==> src/rtl/ntt_intt_seq_if.sv <==
// Host-side bundle for ntt_intt_seq: command handshake, coefficient input stream
// and result output stream. The sequencer uses the slave modport.
interface ntt_intt_seq_if;
  logic        cmd_valid;
  logic        cmd_inv;
  logic        cmd_ready;
  logic [31:0] in_data;
  logic        in_valid;
  logic        in_ready;
  logic [31:0] out_data;
  logic        out_valid;
  logic        out_ready;

  modport master (
    output cmd_valid, cmd_inv, in_data, in_valid, out_ready,
    input  cmd_ready, in_ready, out_data, out_valid
  );

  modport slave (
    input  cmd_valid, cmd_inv, in_data, in_valid, out_ready,
    output cmd_ready, in_ready, out_data, out_valid
  );
endinterface

==> src/rtl/ntt_intt_seq.sv <==
// Sequencer between a host stream and an NTT/INTT core: load, start, wait, drain.
// Defining NTT_SEQ_PERF_CNT_EN adds a perf_cycles output counting START..WAIT cycles.
module ntt_intt_seq #(
  parameter int NWORDS = 128,
  parameter int NCNT_W = 8
) (
  input  logic          clk,
  input  logic          rst,
  ntt_intt_seq_if.slave host,
  output logic          load_a_f,
  output logic          load_a_i,
  output logic          read_a,
  output logic          start_fntt,
  output logic          start_intt,
  output logic [31:0]   din,
  output logic          din_en,
  output logic          read_en,
  input  logic [31:0]   core_dout,
  input  logic          gnt_valid,
  input  logic          core_done,
  output logic          busy,
  output logic          err
`ifdef NTT_SEQ_PERF_CNT_EN
  ,
  output logic [31:0]   perf_cycles
`endif
);

  typedef enum logic [2:0] {IDLE, LDCMD, LOAD, START, WAIT, RDCMD, DRAIN} state_t;

  localparam logic [NCNT_W-1:0] LAST = NCNT_W'(NWORDS - 1);
  localparam logic [NCNT_W-1:0] FULL = NCNT_W'(NWORDS);

  state_t            state;
  state_t            state_nxt;
  logic [NCNT_W-1:0] wcnt;
  logic              inv_q;
  logic              outstanding;
  logic              out_valid_q;
  logic [31:0]       out_data_q;
  logic              err_q;
  logic              cmd_ready_c;
  logic              in_ready_c;
  logic              cmd_fire;
  logic              in_fire;
  logic              capture;
  logic              pop;

  assign cmd_fire = cmd_ready_c && host.cmd_valid;
  assign in_fire  = in_ready_c && host.in_valid;
  assign capture  = gnt_valid && outstanding;
  assign pop      = out_valid_q && host.out_ready;

  assign host.cmd_ready = cmd_ready_c;
  assign host.in_ready  = in_ready_c;
  assign host.out_data  = out_data_q;
  assign host.out_valid = out_valid_q;
  assign din_en         = in_fire;
  assign din            = in_ready_c ? host.in_data : 32'h0;
  assign busy           = (state != IDLE);
  assign err            = err_q;

  always_ff @(posedge clk or posedge rst) begin
    if (rst) state <= IDLE;
    else     state <= state_nxt;
  end

  // Strobes decode straight from the state, so each lasts exactly one cycle.
  // A new read is requested only when the output register can take the grant.
  always_comb begin
    state_nxt   = state;
    cmd_ready_c = 1'b0;
    in_ready_c  = 1'b0;
    load_a_f    = 1'b0;
    load_a_i    = 1'b0;
    start_fntt  = 1'b0;
    start_intt  = 1'b0;
    read_a      = 1'b0;
    read_en     = 1'b0;
    case (state)
      IDLE: begin
        cmd_ready_c = 1'b1;
        if (host.cmd_valid) state_nxt = LDCMD;
      end
      LDCMD: begin
        load_a_f  = !inv_q;
        load_a_i  = inv_q;
        state_nxt = LOAD;
      end
      LOAD: begin
        in_ready_c = 1'b1;
        if (host.in_valid && (wcnt == LAST)) state_nxt = START;
      end
      START: begin
        start_fntt = !inv_q;
        start_intt = inv_q;
        state_nxt  = WAIT;
      end
      WAIT: begin
        if (core_done) state_nxt = RDCMD;
      end
      RDCMD: begin
        read_a    = 1'b1;
        state_nxt = DRAIN;
      end
      DRAIN: begin
        read_en = !outstanding && (!out_valid_q || host.out_ready) && (wcnt < FULL);
        if (pop && !outstanding && (wcnt == FULL)) state_nxt = IDLE;
      end
      default: state_nxt = IDLE;
    endcase
  end

  // wcnt counts accepted words while loading and captured words while draining.
  always_ff @(posedge clk or posedge rst) begin
    if (rst) begin
      wcnt        <= '0;
      inv_q       <= 1'b0;
      outstanding <= 1'b0;
      out_valid_q <= 1'b0;
      out_data_q  <= 32'h0;
      err_q       <= 1'b0;
    end else begin
      if (cmd_fire) inv_q <= host.cmd_inv;

      if (cmd_fire || (state == RDCMD)) wcnt <= '0;
      else if (in_fire || capture)      wcnt <= wcnt + 1'b1;

      if (capture)      outstanding <= 1'b0;
      else if (read_en) outstanding <= 1'b1;

      if (capture) begin
        out_data_q  <= core_dout;
        out_valid_q <= 1'b1;
      end else if (pop) begin
        out_valid_q <= 1'b0;
      end

      if ((gnt_valid && !outstanding) || (core_done && (state != WAIT))) err_q <= 1'b1;
    end
  end

`ifdef NTT_SEQ_PERF_CNT_EN
  // The cycle in which core_done is seen is not counted, so the value is the
  // number of cycles from the start pulse until the core reports completion.
  always_ff @(posedge clk or posedge rst) begin
    if (rst)                                             perf_cycles <= 32'h0;
    else if (cmd_fire)                                   perf_cycles <= 32'h0;
    else if ((state == START) || ((state == WAIT) && !core_done)) perf_cycles <= perf_cycles + 32'h1;
  end
`endif

endmodule
==> src/flat_wrapper.sv <==
// flat-port wrapper written by rule: the top's interface ports become plain ports
module ntt_intt_seq_flat 
#(
  parameter int NWORDS = 128,
  parameter int NCNT_W = 8
)
  (clk, rst, load_a_f, load_a_i, read_a, start_fntt, start_intt, din, din_en, read_en, core_dout, gnt_valid, core_done, busy, err, host_cmd_valid, host_cmd_inv, host_in_data, host_in_valid, host_out_ready, host_cmd_ready, host_in_ready, host_out_data, host_out_valid);
  ntt_intt_seq_if host_i ();
  input  logic clk;
  input  logic rst;
  output logic load_a_f;
  output logic load_a_i;
  output logic read_a;
  output logic start_fntt;
  output logic start_intt;
  output logic [31:0] din;
  output logic din_en;
  output logic read_en;
  input  logic [31:0] core_dout;
  input  logic gnt_valid;
  input  logic core_done;
  output logic busy;
  output logic err;
  input wire logic [$bits(host_i.cmd_valid)-1:0] host_cmd_valid;
  input wire logic [$bits(host_i.cmd_inv)-1:0] host_cmd_inv;
  input wire logic [$bits(host_i.in_data)-1:0] host_in_data;
  input wire logic [$bits(host_i.in_valid)-1:0] host_in_valid;
  input wire logic [$bits(host_i.out_ready)-1:0] host_out_ready;
  output wire logic [$bits(host_i.cmd_ready)-1:0] host_cmd_ready;
  output wire logic [$bits(host_i.in_ready)-1:0] host_in_ready;
  output wire logic [$bits(host_i.out_data)-1:0] host_out_data;
  output wire logic [$bits(host_i.out_valid)-1:0] host_out_valid;
  assign host_i.cmd_valid = host_cmd_valid;
  assign host_i.cmd_inv = host_cmd_inv;
  assign host_i.in_data = host_in_data;
  assign host_i.in_valid = host_in_valid;
  assign host_i.out_ready = host_out_ready;
  assign host_cmd_ready = host_i.cmd_ready;
  assign host_in_ready = host_i.in_ready;
  assign host_out_data = host_i.out_data;
  assign host_out_valid = host_i.out_valid;
  ntt_intt_seq #(.NWORDS(NWORDS), .NCNT_W(NCNT_W)) u_core (.clk(clk), .rst(rst), .host(host_i), .load_a_f(load_a_f), .load_a_i(load_a_i), .read_a(read_a), .start_fntt(start_fntt), .start_intt(start_intt), .din(din), .din_en(din_en), .read_en(read_en), .core_dout(core_dout), .gnt_valid(gnt_valid), .core_done(core_done), .busy(busy), .err(err));
endmodule
==> config.mk <==
export PLATFORM = sky130hd
export DESIGN_NAME = ntt_intt_seq_flat
export DESIGN_NICKNAME = d
export VERILOG_FILES = /design/src/rtl/ntt_intt_seq_if.sv /design/src/rtl/ntt_intt_seq.sv /design/src/flat_wrapper.sv
export SDC_FILE = /design/constraint.sdc
export NUM_CORES = 1
export LEC_CHECK = 0
export ABC_CLOCK_PERIOD_IN_PS = 1910
export CAP_MARGIN = 20
export CORE_AREA = 2 2 93 95
export CTS_CLUSTER_DIAMETER = 50
export DETAILED_ROUTE_END_ITERATION = 8
export DIE_AREA = 0 0 95 97
export PLACE_DENSITY = 0.72
export SLEW_MARGIN = 20
export SYNTH_ARGS = -nofsm -noshare
export SYNTH_HDL_FRONTEND = slang
export SYNTH_SLANG_ARGS = --single-unit
export TNS_END_PERCENT = 10
==> constraint.sdc <==
create_clock -name clk -period 1.91 [get_ports clk]
set_clock_uncertainty 0.15 [all_clocks]
set_input_delay 0.382 -clock clk [delete_from_list [all_inputs] [get_ports clk]]
set_output_delay 0.382 -clock clk [all_outputs]
set_load 0.005 [all_outputs]
* Word-level counts from Yosys, hierarchy flattened
Cells that the tools add are included.
Storage, ports and cells: output and inout bits 76, input bits 72, bits in registers 47, logic and storage cells 66
Cells by class: mux-type cells 20, $lt $le $gt $ge 1, add/subtract/negate cells 1, equal/unequal tests 13, reductions and logical operators 24
Operators with widths (count):
- $mux W32 | 1
- $pmux W3 S7 | 1
- $mux W8 | 2
- $mux W1 | 12
- $mux W3 | 4
- $logic_and A1 B1 Y1 | 11
- $eq A3 B3 Y1 const B | 3
- $add A8 B1 Y8 const B | 1
- $eq A8 B7 Y1 const B | 1
- $eq A8 B8 Y1 const B | 1
- $lt A8 B8 Y1 const B | 1
- $eq A3 B2 Y1 const B | 2
- $reduce_bool A2 Y1 | 3
- $logic_or A1 B1 Y1 | 4
- $ne A2 B1 Y1 const B | 2
- $ne A2 B2 Y1 const B | 2
- $reduce_and A4 Y1 | 1
- $eq A3 B1 Y1 const B | 1
- $logic_not A1 Y1 | 3
- $logic_not A3 Y1 | 1
- $ne A3 B3 Y1 const B | 1
- $reduce_bool A3 Y1 | 1

* Depth between registers and ports, before layout
Gate-level depths: netlist (run 1).
depth in word-level cells 7, gate-level depth with buffers 6, gate-level depth less buffers 5

* Least setup slack after synthesis (run 1)
Ideal clock, no wire load.
kind reg-to-output, from register u_core.state[0], to output port din[1], required time 1378 ps, path buffers 2, slack 216 ps, arrival 1162 ps, cell stages (with the launch flop) 5, path through dfrtp_1 buf_6 nor2b_1 clkbuf_1 and3_1
On the way: longest elaborated chain between the ends 3
RTL lines:
- from (decl) | line ntt_intt_seq.sv:34 | state_t state;
- from (signal assigned) | line ntt_intt_seq.sv:65 | else state <= state_nxt;
- $eq A3 B2 Y1 | line ntt_intt_seq.sv:80 | case (state)
- $mux W1 | line ntt_intt_seq.sv:80
- $mux W32 | line ntt_intt_seq.sv:59 | assign din = in_ready_c ? host.in_data : 32'h0;
- to (decl) | line flat_wrapper.sv:16 | output logic [31:0] din;
Every way passes these cells.

* Worst setup path in the final report (run 1)
from register u_core.state[1], to output port din[13]
The elaborated chain is that of the path after synthesis.

==> flow_metrics.py, run 1 <==
metrics = {
    "outcome": {
        "status": "complete, but fails checks",
        "violations": "negative setup slack",
    },
    "detailed_routing": {
        "drtPass1Iterations": 4,
        "drt-wirelength-per-cell_um": 16.50,
        "num_vias": 2330,
        "drc": 0,
        "drtIter0Drc": 80,
        "routed_wl_um": 8001,
        "vias_per_cell": 4.804,
        "ant_nets": 0,
    },
    "clock_tree": {
        "cts_max_level": 2,
        "postCtsHoldBufs": 0,
        "clk_latency_ns": 0.30,
        "root_buffer": "clkbuf_8",
        "path_clk_slew_ns": 0.09,
        "cts_sinks": 47,
        "cts_buffer_depth": 2,
        "cts_tree": "done",
        "cts_inserted_buffers": 5,
    },
    "finish": {
        "final_nets": 453,
        "stdcell_area_um2": 4453,
        "fin_util": 0.5475,
        "final_cells": 485,
        "area.growth.synth_to_final_pct": 85.46,
        "antenna_cells": 0,
        "layout-drive-gt1-share": 0.3658,
    },
    "floorplanning": {
        "die_height_um": 97,
        "dieArea_um2": 9215,
        "start_util": 0.2952,
        "core-area_um2": 8134,
        "die_x_um": 95,
        "rows": 33,
        "pin_count": 148,
    },
    "yosys": {
        "yosysTopAreaCell": "dfrtp_1",
        "synth_warnings": 0,
        "synth_top_area_share": 0.4898,
        "synth_edf_count": 0,
        "synth_nets": 286,
        "ys.flop_type": "dfrtp_1",
        "synth_seq_area_share": 0.4898,
        "ys_top_cells_by_area": "dfrtp_1 49%, mux2_2 15%, and3_1 8.9%",
        "syn-cell-area_um2": 2401,
        "async_reset_ff_frac": 1.000,
        "synthTopCellsByCount": "47 x dfrtp_1, 34 x and3_1, 32 x mux2_2",
        "avgSynthCellArea_um2": 11.33,
        "ys_seq_elements": 47,
        "synthMostInstantiatedCell": "dfrtp_1",
        "synth.distinct_cells": 36,
        "postSynthCellCount": 212,
    },
    "global_route": {
        "grt_usage": 0.1684,
        "gr-total-overflow": 0,
        "grt_max_degree": 48,
        "antenna_found_initial": 0,
        "first_global_vias": 2377,
        "grt_pass1_wl_um": 12090,
    },
    "sta": {
        "slew-limit-headroom": 0.6926,
        "timing.hold.ws_ns": 0.2705,
        "min_period_ns": 2.015,
        "rsz0062_at_grt": "yes",
        "fin_crit_sh": 1.055,
        "fin_setup_tns_ns": -1.949,
        "finalMaxSlewViolations": 0,
        "setup_violations": 37,
        "finalHoldViolations": 0,
        "fmaxAchievable_ghz": 0.4964,
        "setup_slack_ns": -0.1047,
        "tightest_slew_ns": 0.4569,
    },
    "placed_design": {
        "placed_cells": 466,
        "port_buffers": 147,
        "gp_congestion": 0.8110,
        "placed_area_um2": 4106,
        "dp_hpwl_um": 5723,
    },
    "power": {
        "leakagePower_uw": 0.001977,
        "p_per_area_nw_per_um2": 1205,
        "ir_worst_vdd_mv": 0.6083,
    },
    "hold_path": {
        "hp-class": "input pin to async pin",
    },
    "worst_setup_path": {
        "worstSetupEndpointType": "output pin",
        "crit_type": "flop to output pin",
        "cp-start-kind": "flop",
        "crit_fanout": 4,
        "worst_ep_arrival_time_ns": 1.48,
        "required_ns": 1.38,
    },
    "job": {
        "drv_cap": 0,
    },
}
[what timing repair did]
item                                    CTS  global route
resized for setup                       151            52
cloned                                    3             2
setup buffers                             9             1
endpoints found under the setup margin   42            45
pin swaps                                10             6
[per-layer routing]
metal	vias to the layer above	routed length (um)	GRT usage
met5	-	0	0
met4	0	93	0.04013
met3	9	841	0.05607
met2	107	4251	0.3164
met1	1120	2815	0.1765
li1	1094	-	-
[registers in the layout (all words and copies together), names as in the netlist]
register / cells
u_core.inv_q: 1
u_core.wcnt: 8
u_core.err: 1
u_core.host.out_data: 32
u_core.host.out_valid: 1
u_core.outstanding: 1
u_core.state: 3
[layout make-up]
| class | instances | area [um2] |
|---|---|---|
| inverters | 10 | 37.54 |
| well taps | 105 | 131.4 |
| flip-flops and latches | 47 | 1176 |
| fillers | 691 | 3681 |
| repair buffers | 178 | 1794 |
| multi-input cells | 137 | 1225 |
| clock buffers | 5 | 68.82 |
| clock inverters | 3 | 20.02 |
[cells in the final DEF, fill, tap and decap left out, types with 2 or more instances in the layout]
cell / instances
ha_1: 2
clkbuf_16: 2
or2_2: 2
a211oi_2: 2
buf_6: 25
nand3b_1: 8
o21ai_0: 3
clkdlybuf4s50_1: 105
and3_1: 18
mux2_2: 32
nand4_1: 2
nand3_1: 12
dfrtp_1: 47
clkinvlp_4: 2
nand2_1: 3
and2_1: 2
clkbuf_8: 5
and3_4: 16
buf_12: 6
clkbuf_2: 12
mux2i_1: 7
a21oi_1: 6
inv_1: 8
nor2b_4: 2
buf_2: 7
nor2_1: 3
buf_4: 14
dlygate4sd2_1: 2
clkdlybuf4s15_1: 2
inv_2: 2
[cell families (layout without fill, tap and decap cells)]
| group | Yosys count | count (layout) | share of synthesized area |
|---|---|---|---|
| fa+ha+maj | 2 | 2 | 0.01042 |
| mux | 40 | 40 | 0.1855 |
| flops | 47 | 47 | 0.4898 |
| buf+inv | 28 | 196 | 0.06149 |
| simple gates | 79 | 79 | 0.2074 |
| compound gates | 16 | 16 | 0.04533 |
[metrics by stage]
| stage | setup slack [ns] | total power [uW] |
|---|---|---|
| final | -0.1047 | 5368 |
| after global routing | -0.1555 | 5720 |
| after CTS | -0.2268 | 5401 |
| after detailed placement | -0.3864 | 4224 |
| after global placement | -0.3861 | 4142 |
| after floorplan | 0.2157 | 2734 |
[power breakdown]
part | internal (uW) | leakage (uW) | switching [uW]
Clock | 255 | 0.0000402 | 348
Combinational | 1980 | 0.00137 | 1110
Sequential | 1420 | 0.000570 | 254
[path summary, 6_finish.rpt]
kind | start | endpoint | cells past startpoint | slack (ns)
min in group clk | u_core.host.out_data[4] | u_core.host.out_data[4] | 1 | 0.36
setup / recovery | u_core.state[1] | din[13] | 6 | -0.10
max in group asynchronous | rst | u_core.wcnt[0] | 3 | 1.11
hold / removal | rst | u_core.host.out_data[16] | 3 | 0.27
setup reg to reg | u_core.state[0] | u_core.wcnt[5] | 6 | 0.04
hold reg to reg | u_core.host.out_data[4] | u_core.host.out_data[4] | 1 | 0.36
[critical path: stages (launching register included)]
cell     delay (ns)
dfrtp_1        0.40
nor2b_4        0.14
buf_6          0.12
buf_12         0.12
buf_16         0.12
and3_4         0.17
buf_6          0.11
Power figures use the tool's default switching activity.
==> inputs of run 2 (changes only) <==
Settings changed: REMOVE_ABC_BUFFERS set to 1.
==> run 2 against run 1 <==
  * Cell count increased by 1.6%
  * The flow still finishes with violations (negative setup slack)
  * Worst hold slack got worse by 0.041 ns
  * Maximum frequency increased by 1.7%
  * Critical path depth is the same
  * Sequential share of layout area increased by 0.47 points
  * Largest cell class unchanged
  * Utilization decreased by 0.91 points
  * Global-route usage down 0.77 points
  * Critical endpoint is now din[31]
  * Critical path type unchanged
  * Die area unchanged
  * Combinational power decreased by 6%
  * Sequential cell count did not move
==> flow_metrics.py, run 2 (synthesis results as in run 1) <==
metrics = {
    "sta": {
        "fin_crit_sh": 1.038,
        "tightest_slew_ns": 0.3937,
        "setup_violations": 30,
        "setup_slack_ns": -0.07189,
        "rsz0062_at_grt": "yes",
        "finalMaxSlewViolations": 0,
        "slew-limit-headroom": 0.7372,
        "fin_setup_tns_ns": -1.631,
        "min_period_ns": 1.982,
        "finalHoldViolations": 0,
        "fmaxAchievable_ghz": 0.5046,
        "timing.hold.ws_ns": 0.2292,
    },
    "clock_tree": {
        "cts_max_level": 2,
        "clk_latency_ns": 0.31,
        "root_buffer": "clkbuf_8",
        "cts_buffer_depth": 2,
        "postCtsHoldBufs": 0,
        "cts_inserted_buffers": 5,
        "path_clk_slew_ns": 0.10,
        "cts_tree": "done",
        "cts_sinks": 47,
    },
    "job": {
        "drv_cap": 0,
    },
    "floorplanning": {
        "die_height_um": 97,
        "core-area_um2": 8134,
        "pin_count": 148,
        "die_x_um": 95,
        "dieArea_um2": 9215,
        "rows": 33,
        "start_util": 0.2952,
    },
    "power": {
        "p_per_area_nw_per_um2": 1191,
        "finalPower_uw": 5215,
        "leakagePower_uw": 0.002005,
        "ir_worst_vdd_mv": 0.5872,
    },
    "finish": {
        "area.growth.synth_to_final_pct": 82.39,
        "nFillCells": 709,
        "mostFrequentLayoutCells": "105 x clkdlybuf4s50_1, 46 x dfrtp_1, 32 x mux2_2",
        "largest_reg_flops": 32,
        "final_common_cell": "clkdlybuf4s50_1",
        "final_nets": 461,
        "fin_util": 0.5384,
        "layout-drive-gt1-share": 0.3711,
        "antenna_cells": 0,
    },
    "worst_setup_path": {
        "worstSetupEndpointType": "output pin",
        "crit_type": "flop to output pin",
        "critPathTopFamily": "buffers and inverters",
        "rrSetupSlack_ns": 0.06,
        "crit_buf_inv": 4,
        "required_ns": 1.38,
        "worst_path_max_delay_cell": "dfrtp_1",
        "path_cells": "nor2b_4, buf_6, buf_6, buf_6, and3_1, buf_2",
        "cpPeakStageDelay_ns": 0.38,
        "worst_ep_arrival_time_ns": 1.45,
        "crit_fanout": 5,
        "cp_common_cell": "buf_6",
        "cp-start-kind": "flop",
    },
    "placed_design": {
        "port_buffers": 147,
        "gp_congestion": 0.8485,
        "dp_slack_ns": -0.3060,
        "dp_hpwl_um": 5482,
    },
    "global_route": {
        "antenna_found_initial": 0,
        "grt_usage": 0.1608,
        "gr-total-overflow": 0,
        "first_global_vias": 2396,
        "grt_pass1_wl_um": 11710,
        "grt_max_degree": 27,
    },
    "hold_path": {
        "hp-class": "input pin to async pin",
    },
    "detailed_routing": {
        "vias_per_cell": 4.732,
        "ant_nets": 0,
        "routed_wl_um": 7569,
        "drt-wirelength-per-cell_um": 15.35,
        "drtIter0Drc": 103,
        "drtPass1Iterations": 5,
        "num_vias": 2333,
        "drc": 0,
    },
    "outcome": {
        "violations": "negative setup slack",
        "status": "complete, but fails checks",
    },
}
==> run 2: path summary, 6_finish.rpt <==
check,start,to,cells after the start
max,u_core.state[1],din[31],6
max reg2reg,u_core.state[0],u_core.wcnt[7],6
min reg2reg,u_core.err,u_core.err,1
max in group asynchronous,rst,u_core.state[2],3
min,rst,u_core.host.out_data[15],2
min in group clk,u_core.err,u_core.err,1
==> run 2: final cells by class <==
class	instances	area (um2)	area share
Multi-Input combinational cell	137	1184	0.2703
Inverter	10	37.54	0.008571
Timing Repair Buffer	186	1758	0.4014
Clock buffer	5	68.82	0.01571
Clock inverter	3	22.52	0.005143
Tap cell	105	131.4	0.03000
Sequential cell	47	1177	0.2689
==> run 2: routing by layer <==
layer  wire [um]  part of all wire  GRT usage
met2        4069              0.54     0.3137
met1        2816              0.37     0.1689
met5           0                 0          0
met4         103             0.014    0.04459
met3         579             0.076    0.03193
==> run 2: metrics by stage <==
stage          instances  area, um2
2_1_floorplan        194       2291
4_1_cts              491       4442
3_5_place_dp         466       4121
3_3_place_gp         466       4121
5_1_grt              493       4379
6_report             493       4379
==> run 2: power by group <==
part / internal [uW] / switching, uW / total [uW]
clock network: 265 / 361 / 626
registers: 1420 / 248 / 1670
logic: 1880 / 1040 / 2920
total: 3570 / 1650 / 5220
==> run 2: what timing repair did <==
action / 4_1_cts / 5_1_grt
pin swaps: 5 / 7
setup buffers: 14 / 3
cloned: 3 / 0
setup endpoints to repair: 42 / 42
gates resized for setup: 130 / 54
==> inputs of run 3 (changes only) <==
Settings changed: MAX_ROUTING_LAYER set to met4.
==> run 3 against run 2 <==
  * The flow still finishes with violations (negative setup slack)
  * Clock-buffer cell count is the same
  * Final area unchanged
  * Sequential cell count unchanged
  * Register-to-register slack about the same
  * Sequential power about the same
  * Critical path depth unchanged
  * Routed wire length is 0.15% higher
  * Maximum frequency is essentially flat
  * Worst hold slack gained 0.0019 ns
  * Combinational power barely moved
  * Sequential share of layout area is the same
  * Via count up 0.30%
  * Largest power group unchanged
==> flow_metrics.py, run 3 (synthesis results as in run 1) <==
metrics = {
    "outcome": {
        "status": "complete, but fails checks",
        "violations": "negative setup slack",
    },
    "power": {
        "power.share.combinational": 0.561,
        "clock_power_share": 0.119,
        "finalPower_uw": 5214,
        "leakagePower_uw": 0.002005,
        "p_seq_frac": 0.320,
        "switchingPower_uw": 1649,
        "switching_share": 0.3163,
        "p_per_area_nw_per_um2": 1191,
        "p_int_uw": 3565,
        "ir_worst_vdd_mv": 0.5873,
    },
    "detailed_routing": {
        "ant_nets": 0,
        "num_vias": 2340,
        "drtIter0Drc": 117,
        "drc": 0,
        "drtPass1Iterations": 4,
        "vias_per_cell": 4.746,
        "routed_wl_um": 7580,
        "drt-wirelength-per-cell_um": 15.38,
    },
    "worst_setup_path": {
        "path_cells": "nor2b_4, buf_6, buf_6, buf_12, and3_1, clkbuf_2",
        "crit_fanout": 8,
        "required_ns": 1.38,
        "cp_common_cell": "buf_6",
        "worst_ep_arrival_time_ns": 1.45,
        "cp-start-kind": "flop",
        "worstSetupEndpointType": "output pin",
        "cpPeakStageDelay_ns": 0.38,
        "worst_path_max_delay_cell": "dfrtp_1",
        "crit_type": "flop to output pin",
    },
    "clock_tree": {
        "path_clk_slew_ns": 0.09,
        "cts_inserted_buffers": 5,
        "postCtsHoldBufs": 0,
        "clk_latency_ns": 0.30,
        "cts_buffer_depth": 2,
        "cts_max_level": 2,
        "root_buffer": "clkbuf_8",
        "cts_sinks": 47,
        "cts_tree": "done",
    },
    "global_route": {
        "grt_pass1_wl_um": 11670,
        "gr-total-overflow": 0,
        "first_global_vias": 2391,
        "grt_max_degree": 27,
        "grt_usage": 0.1648,
        "antenna_found_initial": 0,
    },
    "finish": {
        "final_nets": 461,
        "layout-drive-gt1-share": 0.3711,
        "area.growth.synth_to_final_pct": 82.39,
        "fin_util": 0.5384,
        "mostFrequentLayoutCells": "105 x clkdlybuf4s50_1, 46 x dfrtp_1, 32 x mux2_2",
        "final_common_cell": "clkdlybuf4s50_1",
        "antenna_cells": 0,
        "largest_reg_flops": 32,
    },
    "sta": {
        "slew-limit-headroom": 0.7386,
        "fin_setup_tns_ns": -1.644,
        "fmaxAchievable_ghz": 0.5045,
        "finalHoldViolations": 0,
        "fin_crit_sh": 1.038,
        "finalMaxSlewViolations": 0,
        "setup_slack_ns": -0.07213,
        "rsz0062_at_grt": "yes",
        "tightest_slew_ns": 0.3916,
        "min_period_ns": 1.982,
        "setup_violations": 30,
    },
    "hold_path": {
        "hp-class": "input pin to async pin",
    },
    "floorplanning": {
        "die_x_um": 95,
        "rows": 33,
        "die_height_um": 97,
        "pin_count": 148,
        "start_util": 0.2952,
        "core-area_um2": 8134,
        "dieArea_um2": 9215,
    },
    "placed_design": {
        "gp_congestion": 0.8618,
        "dp_hpwl_um": 5482,
        "port_buffers": 147,
    },
    "job": {
        "drv_cap": 0,
    },
}
-- run 3: cell counts in the layout (fill, tap and decap cells not counted) --
Identical to the previous run, type by type.
-- run 3: power by group through the flow --
stage	Clock [uW]	Combinational, uW	Sequential, uW
detailed placement	0	2520	1680
global route	690	3140	1720
floorplan	0	893	1720
CTS	648	2940	1670
global placement	0	2470	1660
finish	623	2920	1670
-- run 3: what timing repair did --
action	4_1_cts	5_1_grt
gates resized for setup	130	54
cloned	3	0
buffers inserted	14	3
endpoints found under the setup margin	42	42
pin swaps	5	7
-- run 3: path summary, 6_finish.rpt --
check                                 from                        to  slack [ns]  cells past startpoint
max reg2reg                u_core.state[0]            u_core.wcnt[7]        0.05                      6
min reg2reg                     u_core.err                u_core.err        0.34                      1
min in group clk                u_core.err                u_core.err        0.34                      1
min                                    rst  u_core.host.out_data[23]        0.23                      2
max in group asynchronous              rst           u_core.state[2]        0.94                      3
max                        u_core.state[1]                   din[21]       -0.07                      6
-- run 3: cell type report --
| cell class | count | area, um2 |
|---|---|---|
| clock buffer | 5 | 68.82 |
| clock inverter | 3 | 22.52 |
| fill | 709 | 3755 |
| inverter | 10 | 37.54 |
| multi-input combinational | 137 | 1184 |
| sequential | 47 | 1177 |
| tap | 105 | 131.4 |
| timing repair buffer | 186 | 1758 |
-- run 3: worst max-delay path, delay by kind of cell, from the launching register on --
kind / cells / cell delay [ns]
simple gates: 2 / 0.31
flops: 1 / 0.38
buf+inv: 4 / 0.46
-- run 3: layer usage --
metal | vias to the layer above | routed length [um] | GRT usage
met5 | - | 0 | -
met4 | 0 | 107 | 0.04459
met3 | 9 | 571 | 0.02726
met2 | 88 | 4081 | 0.3148
met1 | 1139 | 2819 | 0.1694
li1 | 1104 | - | -
-- run 3: through the flow --
| step | hold WS, ns | instances | instance area, um2 | setup WS [ns] |
|---|---|---|---|---|
| after floorplan | 0.3223 | 194 | 2291 | -0.2568 |
| after global placement | 0.3196 | 466 | 4121 | -0.2834 |
| after detailed placement | 0.3241 | 466 | 4121 | -0.3060 |
| after CTS | 0.2414 | 491 | 4442 | -0.2078 |
| after global routing | 0.2540 | 493 | 4379 | -0.1489 |
| final | 0.2311 | 493 | 4379 | -0.07213 |
